## config.mk

```make
export PLATFORM = sky130hd
export DESIGN_NAME = gauss_filter_gen
export DESIGN_NICKNAME = d
export VERILOG_FILES = /design/src/rtl/gauss_filter_gen.sv
export SDC_FILE = /design/constraint.sdc
export NUM_CORES = 1
export LEC_CHECK = 0
export ABC_CLOCK_PERIOD_IN_PS = 10600
export BUFFER_PORTS_ARGS = -buffer_cell sky130_fd_sc_hd__buf_4
export CAP_MARGIN = 20
export CORE_MARGIN = 5
export CORE_UTILIZATION = 25
export CTS_CLUSTER_SIZE = 20
export DETAILED_ROUTE_END_ITERATION = 6
export HOLD_SLACK_MARGIN = 0.06
export SLEW_MARGIN = 40
export SYNTH_ARGS = -nofsm -noshare
export SYNTH_HDL_FRONTEND = slang
export SYNTH_SLANG_ARGS = --single-unit
```

## constraint.sdc

```tcl
create_clock -name clk -period 10.6 [get_ports clk]
set_clock_uncertainty 0.15 [all_clocks]
set_input_delay 1.06 -clock clk [delete_from_list [all_inputs] [get_ports clk]]
set_output_delay 1.06 -clock clk [all_outputs]
set_load 0.02 [all_outputs]
```

## src/rtl/gauss_filter_gen.sv

```systemverilog
// ---------------------------------------------------------------------------
// gauss_filter_gen
//
// Gaussian pulse-shaping FIR (GFSK, BT = 0.5) for the BTLE TX chain. It sits
// between the bit upsampler and the FM/phase accumulator. Each upsampled bit
// is mapped to NRZ (1 -> +coef, 0 -> -coef) and convolved with a symmetric
// odd-length tap set. Only the H = (N+1)/2 unique taps are stored; index H-1
// is the centre tap.
//
// After the last sample of a packet the filter flushes by itself. It injects
// H-1 copies of the final bit so that the tail of the pulse drains out. It
// then clears the history, so the next packet starts from a clean state.
//
// Optional build macro: GAUSS_FILTER_PIPE_EN
//   undefined : single-cycle summation, output latency 1.
//   defined   : the lower-half and upper-half partial sums are registered,
//               then added and saturated. The output latency is 2 for data,
//               valid and valid_last alike. FSM timing, input_drop and
//               tap_wr_err timing do not change.
//
// Ports
//   clk                                  system clock
//   rst                                  synchronous active-high reset
//   tap_wr_en / tap_index / tap_value    tap write port (index 0..H-1)
//   bit_upsample                         input bit
//   bit_upsample_valid                   input bit valid
//   bit_upsample_valid_last              last input of packet (with valid)
//   bit_upsample_gauss_filter            signed filtered sample
//   bit_upsample_gauss_filter_valid      output valid
//   bit_upsample_gauss_filter_valid_last last output of packet (after flush)
//   busy                                 high while flushing
//   input_drop                           pulse: valid input discarded in flush
//   tap_wr_err                           pulse: write to index >= H rejected
// ---------------------------------------------------------------------------
module gauss_filter_gen #(
   parameter int GAUSS_FILTER_BIT_WIDTH = 16,
   parameter int NUM_TAP_GAUSS_FILTER   = 17,
   parameter int TAP_INDEX_WIDTH        = 5
) (
   input  logic                              clk,
   input  logic                              rst,
   input  logic                              tap_wr_en,
   input  logic [TAP_INDEX_WIDTH-1:0]        tap_index,
   input  logic [GAUSS_FILTER_BIT_WIDTH-1:0] tap_value,
   input  logic                              bit_upsample,
   input  logic                              bit_upsample_valid,
   input  logic                              bit_upsample_valid_last,
   output logic [GAUSS_FILTER_BIT_WIDTH-1:0] bit_upsample_gauss_filter,
   output logic                              bit_upsample_gauss_filter_valid,
   output logic                              bit_upsample_gauss_filter_valid_last,
   output logic                              busy,
   output logic                              input_drop,
   output logic                              tap_wr_err
);

   localparam int W     = GAUSS_FILTER_BIT_WIDTH;
   localparam int N     = NUM_TAP_GAUSS_FILTER;
   localparam int H     = (N + 1) / 2;
   // log2(N) guard bits. N is odd, so N * 2^(W-1) < 2^(ACC_W-1), which
   // means the full sum can never overflow the accumulator.
   localparam int ACC_W = W + $clog2(N);

   localparam logic [TAP_INDEX_WIDTH:0]   H_EXT     = (TAP_INDEX_WIDTH+1)'(H);
   localparam logic [TAP_INDEX_WIDTH-1:0] FLUSH_LEN = TAP_INDEX_WIDTH'(H - 1);
   localparam logic [TAP_INDEX_WIDTH-1:0] CNT_ONE   = TAP_INDEX_WIDTH'(1);

   localparam logic signed [ACC_W-1:0] SAT_MAX =
      {{(ACC_W-W+1){1'b0}}, {(W-1){1'b1}}};
   localparam logic signed [ACC_W-1:0] SAT_MIN =
      {{(ACC_W-W+1){1'b1}}, {(W-1){1'b0}}};

   typedef enum logic [1:0] {
      ST_IDLE,
      ST_RUN,
      ST_FLUSH
   } state_t;

   genvar gi;

   // ------------------------------------------------------------------
   // Tap storage (unique half plus centre)
   // ------------------------------------------------------------------
   logic signed [W-1:0] tap_q [H];
   logic                tap_idx_bad;

   assign tap_idx_bad = ({1'b0, tap_index} >= H_EXT);

   generate
      for (gi = 0; gi < H; gi++) begin : g_tap
         always_ff @(posedge clk) begin
            if (rst) begin
               tap_q[gi] <= '0;
            end else if (tap_wr_en && (tap_index == TAP_INDEX_WIDTH'(gi))) begin
               tap_q[gi] <= tap_value;
            end
         end
      end
   endgenerate

   // ------------------------------------------------------------------
   // Control state
   // ------------------------------------------------------------------
   state_t                     state_q;
   logic [TAP_INDEX_WIDTH-1:0] flush_cnt_q;
   logic                       last_bit_q;
   logic [N-2:0]               hist_q;
   logic [N-2:0]               hist_d;
   logic                       tap_wr_err_q;
   logic                       input_drop_q;

   logic in_flush;
   logic accept;      // external sample consumed this cycle
   logic take;        // any sample (external or flush) processed this cycle
   logic flush_end;   // final flush sample: emits valid_last, clears history
   logic cur_bit;

   assign in_flush  = (state_q == ST_FLUSH);
   assign accept    = bit_upsample_valid && !in_flush;
   assign take      = accept || in_flush;
   assign flush_end = in_flush && (flush_cnt_q == CNT_ONE);
   assign cur_bit   = in_flush ? last_bit_q : bit_upsample;

   always_comb begin
      hist_d = hist_q;
      if (flush_end) begin
         hist_d = '0;
      end else if (take) begin
         hist_d = {hist_q[N-3:0], cur_bit};
      end
   end

   always_ff @(posedge clk) begin
      if (rst) begin
         state_q      <= ST_IDLE;
         flush_cnt_q  <= '0;
         last_bit_q   <= 1'b0;
         hist_q       <= '0;
         tap_wr_err_q <= 1'b0;
         input_drop_q <= 1'b0;
      end else begin
         tap_wr_err_q <= tap_wr_en && tap_idx_bad;
         input_drop_q <= in_flush && bit_upsample_valid;
         hist_q       <= hist_d;
         case (state_q)
            ST_IDLE, ST_RUN: begin
               if (bit_upsample_valid) begin
                  if (bit_upsample_valid_last) begin
                     state_q     <= ST_FLUSH;
                     flush_cnt_q <= FLUSH_LEN;
                     last_bit_q  <= bit_upsample;
                  end else begin
                     state_q <= ST_RUN;
                  end
               end
            end
            ST_FLUSH: begin
               flush_cnt_q <= flush_cnt_q - 1'b1;
               if (flush_end) begin
                  state_q     <= ST_IDLE;
                  flush_cnt_q <= '0;
               end
            end
            default: begin
               state_q     <= ST_IDLE;
               flush_cnt_q <= '0;
            end
         endcase
      end
   end

   // ------------------------------------------------------------------
   // NRZ-weighted terms. Position k uses x_k = {history, current}[k].
   // Taps are sign-extended before negation, so the most negative tap
   // negates cleanly instead of wrapping.
   // ------------------------------------------------------------------
   logic [N-1:0]            x_vec;
   logic signed [ACC_W-1:0] coef_ext [N];
   logic signed [ACC_W-1:0] term     [N];

   assign x_vec = {hist_q, cur_bit};

   generate
      for (gi = 0; gi < N; gi++) begin : g_term
         localparam int TI = (gi < H) ? gi : (N - 1 - gi);
         assign coef_ext[gi] = {{(ACC_W-W){tap_q[TI][W-1]}}, tap_q[TI]};
         assign term[gi]     = x_vec[gi] ? coef_ext[gi] : -coef_ext[gi];
      end
   endgenerate

   logic signed [ACC_W-1:0] lo_sum;
   logic signed [ACC_W-1:0] hi_sum;

   always_comb begin
      lo_sum = '0;
      hi_sum = '0;
      for (int k = 0; k < H; k++) begin
         lo_sum = lo_sum + term[k];
      end
      for (int k = H; k < N; k++) begin
         hi_sum = hi_sum + term[k];
      end
   end

   function automatic logic [W-1:0] saturate(input logic signed [ACC_W-1:0] v);
      if (v > SAT_MAX) begin
         return {1'b0, {(W-1){1'b1}}};
      end else if (v < SAT_MIN) begin
         return {1'b1, {(W-1){1'b0}}};
      end else begin
         return v[W-1:0];
      end
   endfunction

   // ------------------------------------------------------------------
   // Output stage(s)
   // ------------------------------------------------------------------
   logic [W-1:0] dout_q;
   logic         dout_valid_q;
   logic         dout_last_q;

`ifdef GAUSS_FILTER_PIPE_EN
   logic signed [ACC_W-1:0] lo_q;
   logic signed [ACC_W-1:0] hi_q;
   logic signed [ACC_W-1:0] total_sum;
   logic                    s1_valid_q;
   logic                    s1_last_q;

   assign total_sum = lo_q + hi_q;

   always_ff @(posedge clk) begin
      if (rst) begin
         lo_q         <= '0;
         hi_q         <= '0;
         s1_valid_q   <= 1'b0;
         s1_last_q    <= 1'b0;
         dout_q       <= '0;
         dout_valid_q <= 1'b0;
         dout_last_q  <= 1'b0;
      end else begin
         s1_valid_q   <= take;
         s1_last_q    <= flush_end;
         if (take) begin
            lo_q <= lo_sum;
            hi_q <= hi_sum;
         end
         dout_valid_q <= s1_valid_q;
         dout_last_q  <= s1_last_q;
         if (s1_valid_q) begin
            dout_q <= saturate(total_sum);
         end
      end
   end
`else
   logic signed [ACC_W-1:0] total_sum;

   assign total_sum = lo_sum + hi_sum;

   always_ff @(posedge clk) begin
      if (rst) begin
         dout_q       <= '0;
         dout_valid_q <= 1'b0;
         dout_last_q  <= 1'b0;
      end else begin
         dout_valid_q <= take;
         dout_last_q  <= flush_end;
         if (take) begin
            dout_q <= saturate(total_sum);
         end
      end
   end
`endif

   assign bit_upsample_gauss_filter            = dout_q;
   assign bit_upsample_gauss_filter_valid      = dout_valid_q;
   assign bit_upsample_gauss_filter_valid_last = dout_last_q;
   assign busy                                 = in_flush;
   assign input_drop                           = input_drop_q;
   assign tap_wr_err                           = tap_wr_err_q;

endmodule

```

==> impl_metrics.py <==
metrics = {
    "detailed_routing": {
        "firstDrtPassIters": 5,
        "via_count": 13800,
        "wl_per_cell_um": 16.8,
        "vias_per_cell": 4.37,
        "antenna_left": 0,
        "drcViolationCount": 0,
        "drt_iter0_markers": 862,
        "wl_um": 53000,
    },
    "logic_synthesis": {
        "yosysTopAreaCell": "fa_1",
        "synth_nets": 2452,
        "synthFlopType": "edfxtp_1",
        "syn_avg_cell_area_um2": 9.74,
        "synthCells": 2099,
        "yosys_warnings": 0,
        "synthDistinctLibCells": 62,
        "synth_seq_cells": 188,
        "ys_seq_area_frac": 0.255,
        "synth_top_area_share": 0.282,
        "yosys-top-cells-area": "fa_1 (28%), edfxtp_1 (21%), xor2_1 (7.2%)",
        "synth-edff-count": 144,
        "synthTopCellsByCount": "fa_1 (288), nor2_1 (286), inv_1 (279)",
        "synthMostInstantiatedCell": "fa_1",
        "postSynth.asyncResetShare": 0,
        "syn_area_um2": 20400,
    },
    "die": {
        "die_x_um": 296,
        "start_util": 0.253,
        "die_y_um": 296,
        "rows": 104,
        "die_area_um2": 87600,
        "ios": 48,
        "core_area_um2": 80800,
    },
    "cts": {
        "cts_buffer_depth": 2,
        "cts_buffers": 17,
        "root_buffer": "clkbuf_16",
        "holdBufCountCts": 0,
        "cts_tree": "done",
        "post_cts_buffers": 0,
        "clk_pin_slew_ns": 0.07,
        "ctsResizeCount": 0,
        "clock-sinks": 188,
        "htree_levels": 4,
        "insertion_delay_ns": 0.46,
    },
    "cells_and_area": {
        "num-fill-cells": 8424,
        "fin_util": 0.279,
        "finalNetCount": 2445,
        "drive_above_1_share": 0.0760,
        "area_delta_synth_final_pct": 10.2,
        "antennaDiodeCount": 0,
    },
    "timing": {
        "min_period_over_period": 0.872,
        "finalSetupViolations": 0,
        "grt_setup_unrepaired": "false",
        "drv_slew": 0,
        "period_needed_ns": 9.25,
        "setup_tns_ns": 0,
        "relSlewSlack": 0.449,
        "fmax_mhz": 108,
        "hold_viol_final": 0,
        "worst_pin_slew_ns": 0.827,
    },
    "setup_path": {
        "cp.required_ns": 10.81,
        "worstSetupEndpointType": "flip-flop",
        "cp_slowest_stage_delay_ns": 0.60,
        "crit_buf_inv": 2,
        "worst_path_most_repeated_cell": "fa_1",
        "r2r_end": "bit_upsample_gauss_filter[4]$_SDFFE_PP0P_",
        "r2r.worst_path.cells": 28,
        "critPathSlowestCell": "fa_1",
        "r2r_start": "tap_q[3][0]$_SDFFCE_PN0P_",
        "worstSetupStartpointType": "flip-flop",
        "path_class": "flip-flop to flip-flop",
        "crit_family": "adder cells",
        "cp_data_arrival_time_ns": 9.46,
        "path_max_fanout": 17,
        "r2r_slack_ns": 1.35,
    },
    "global_routing": {
        "grt_max_degree": 40,
        "grt_pass1_wl_um": 83700,
        "overflow": 0,
        "antenna_found_initial": 0,
        "track_usage": 0.123,
        "grt_pass1_vias": 14400,
    },
    "place": {
        "routabilityCongestion": 0.896,
        "port_buffers": 47,
        "dp_hpwl_um": 44800,
    },
    "outcome": {
        "status": "complete, no violations",
    },
    "run": {
        "maxCapViolations": 0,
    },
    "min_path": {
        "hp-start": "state_q[0]$_SDFFE_PP0P_",
        "hold_path_class": "flip-flop to flip-flop",
        "min_to": "state_q[0]$_SDFFE_PP0P_",
        "whs_path_depth": 2,
    },
}
==> cells by family after synthesis <==
group                      after synthesis  share of synthesized area
AOI/OAI and AO/OA                      185                     0.0594
muxes                                   27                     0.0143
DFF                                    188                      0.255
and+or+nand+nor                        744                      0.182
xor gates and xnor gates               270                      0.118
adders and majority gates              326                      0.305
buffers and inverters                  359                     0.0664
==> layout by cell type, fill, tap and decap left out, drive strengths merged, types with 8 or more instances in the layout <==
master	Yosys	layout
a311oi	15	15
xnor2	99	99
or3	22	22
nand2b	17	17
a21o	19	19
a21oi	80	80
mux2i	9	9
dfxtp	44	44
o21ai	31	31
ha	38	38
nand4	15	15
mux2	18	18
clkbuf	74	20
fa	288	288
nor4	11	11
and2	159	159
nor3b	25	25
edfxtp	144	144
nor2	287	287
buf	6	54
nand2	97	97
xor2	169	169
inv	279	282
and3	8	8
nor3	61	61
==> through the flow <==
stage / hold WS, ns / cells / instance area (um^2) / setup slack (ns)
2_1_floorplan: 0.314 / 2099 / 20400 / 2.31
3_3_place_gp: 0.324 / 3133 / 21900 / 1.14
3_5_place_dp: 0.335 / 3133 / 21900 / 1.36
4_1_cts: 0.346 / 3164 / 22500 / 1.31
5_1_grt: 0.382 / 3164 / 22500 / 0.579
6_report: 0.348 / 3164 / 22500 / 1.35
==> registers in the layout, indices dropped and copies added, names as in the netlist <==
| name | count |
|---|---|
| tap_q | 144 |
| bit_upsample_gauss_filter | 16 |
| hist_q | 16 |
| flush_cnt_q | 5 |
| state_q | 2 |
| bit_upsample_gauss_filter_valid | 1 |
| bit_upsample_gauss_filter_valid_last | 1 |
| input_drop | 1 |
| last_bit_q | 1 |
| tap_wr_err | 1 |
==> worst reg2reg max path: cells and delay by family, from the launching register on <==
| family | cells | cell delay, ns |
|---|---|---|
| adders and majority gates | 7 | 3.53 |
| buffers and inverters | 2 | 0.09 |
| AOI/OAI and AO/OA | 7 | 1.69 |
| and+or+nand+nor | 11 | 2.72 |
| DFF | 1 | 0.50 |
| xor gates and xnor gates | 1 | 0.46 |
==> layout make-up <==
type	count	area [um^2]	share of cell area
multi-input cells	1552	14000	0.620
inverters	279	1050	0.0465
well taps	1060	1330	0.0589
clock buffers	20	437	0.0194
flip-flops and latches	188	5230	0.232
clock inverters	11	119	0.00528
repair buffers	54	405	0.0180
==> routing by layer <==
layer  vias to the layer above  routed length (um)  GRT usage
met4                         0                 616     0.0204
met3                        28                2510     0.0174
met2                       290               24700      0.204
met1                      6866               25100      0.175
met5                         -                   0          0
li1                       6655                   -          -
==> worst max path at each step <==
| stage | startpoint | end | slack, ns | depth (start not counted) |
|---|---|---|---|---|
| 2_1_floorplan | tap_q[4][0]$_SDFFCE_PN0P_ | bit_upsample_gauss_filter[10]$_SDFFE_PP0P_ | 2.31 | 29 |
| 3_3_place_gp | tap_q[3][0]$_SDFFCE_PN0P_ | bit_upsample_gauss_filter[14]$_SDFFE_PP0P_ | 1.14 | 27 |
| 3_5_place_dp | tap_q[3][0]$_SDFFCE_PN0P_ | bit_upsample_gauss_filter[4]$_SDFFE_PP0P_ | 1.36 | 28 |
| 4_1_cts | tap_q[3][0]$_SDFFCE_PN0P_ | bit_upsample_gauss_filter[4]$_SDFFE_PP0P_ | 1.31 | 28 |
| 5_1_grt | tap_q[3][0]$_SDFFCE_PN0P_ | bit_upsample_gauss_filter[0]$_SDFFE_PP0P_ | 0.58 | 28 |
| 6_report | tap_q[3][0]$_SDFFCE_PN0P_ | bit_upsample_gauss_filter[4]$_SDFFE_PP0P_ | 1.35 | 28 |
Power is not shown: default switching activity piles up to over one toggle a cycle in this logic, so the estimate is an artifact.
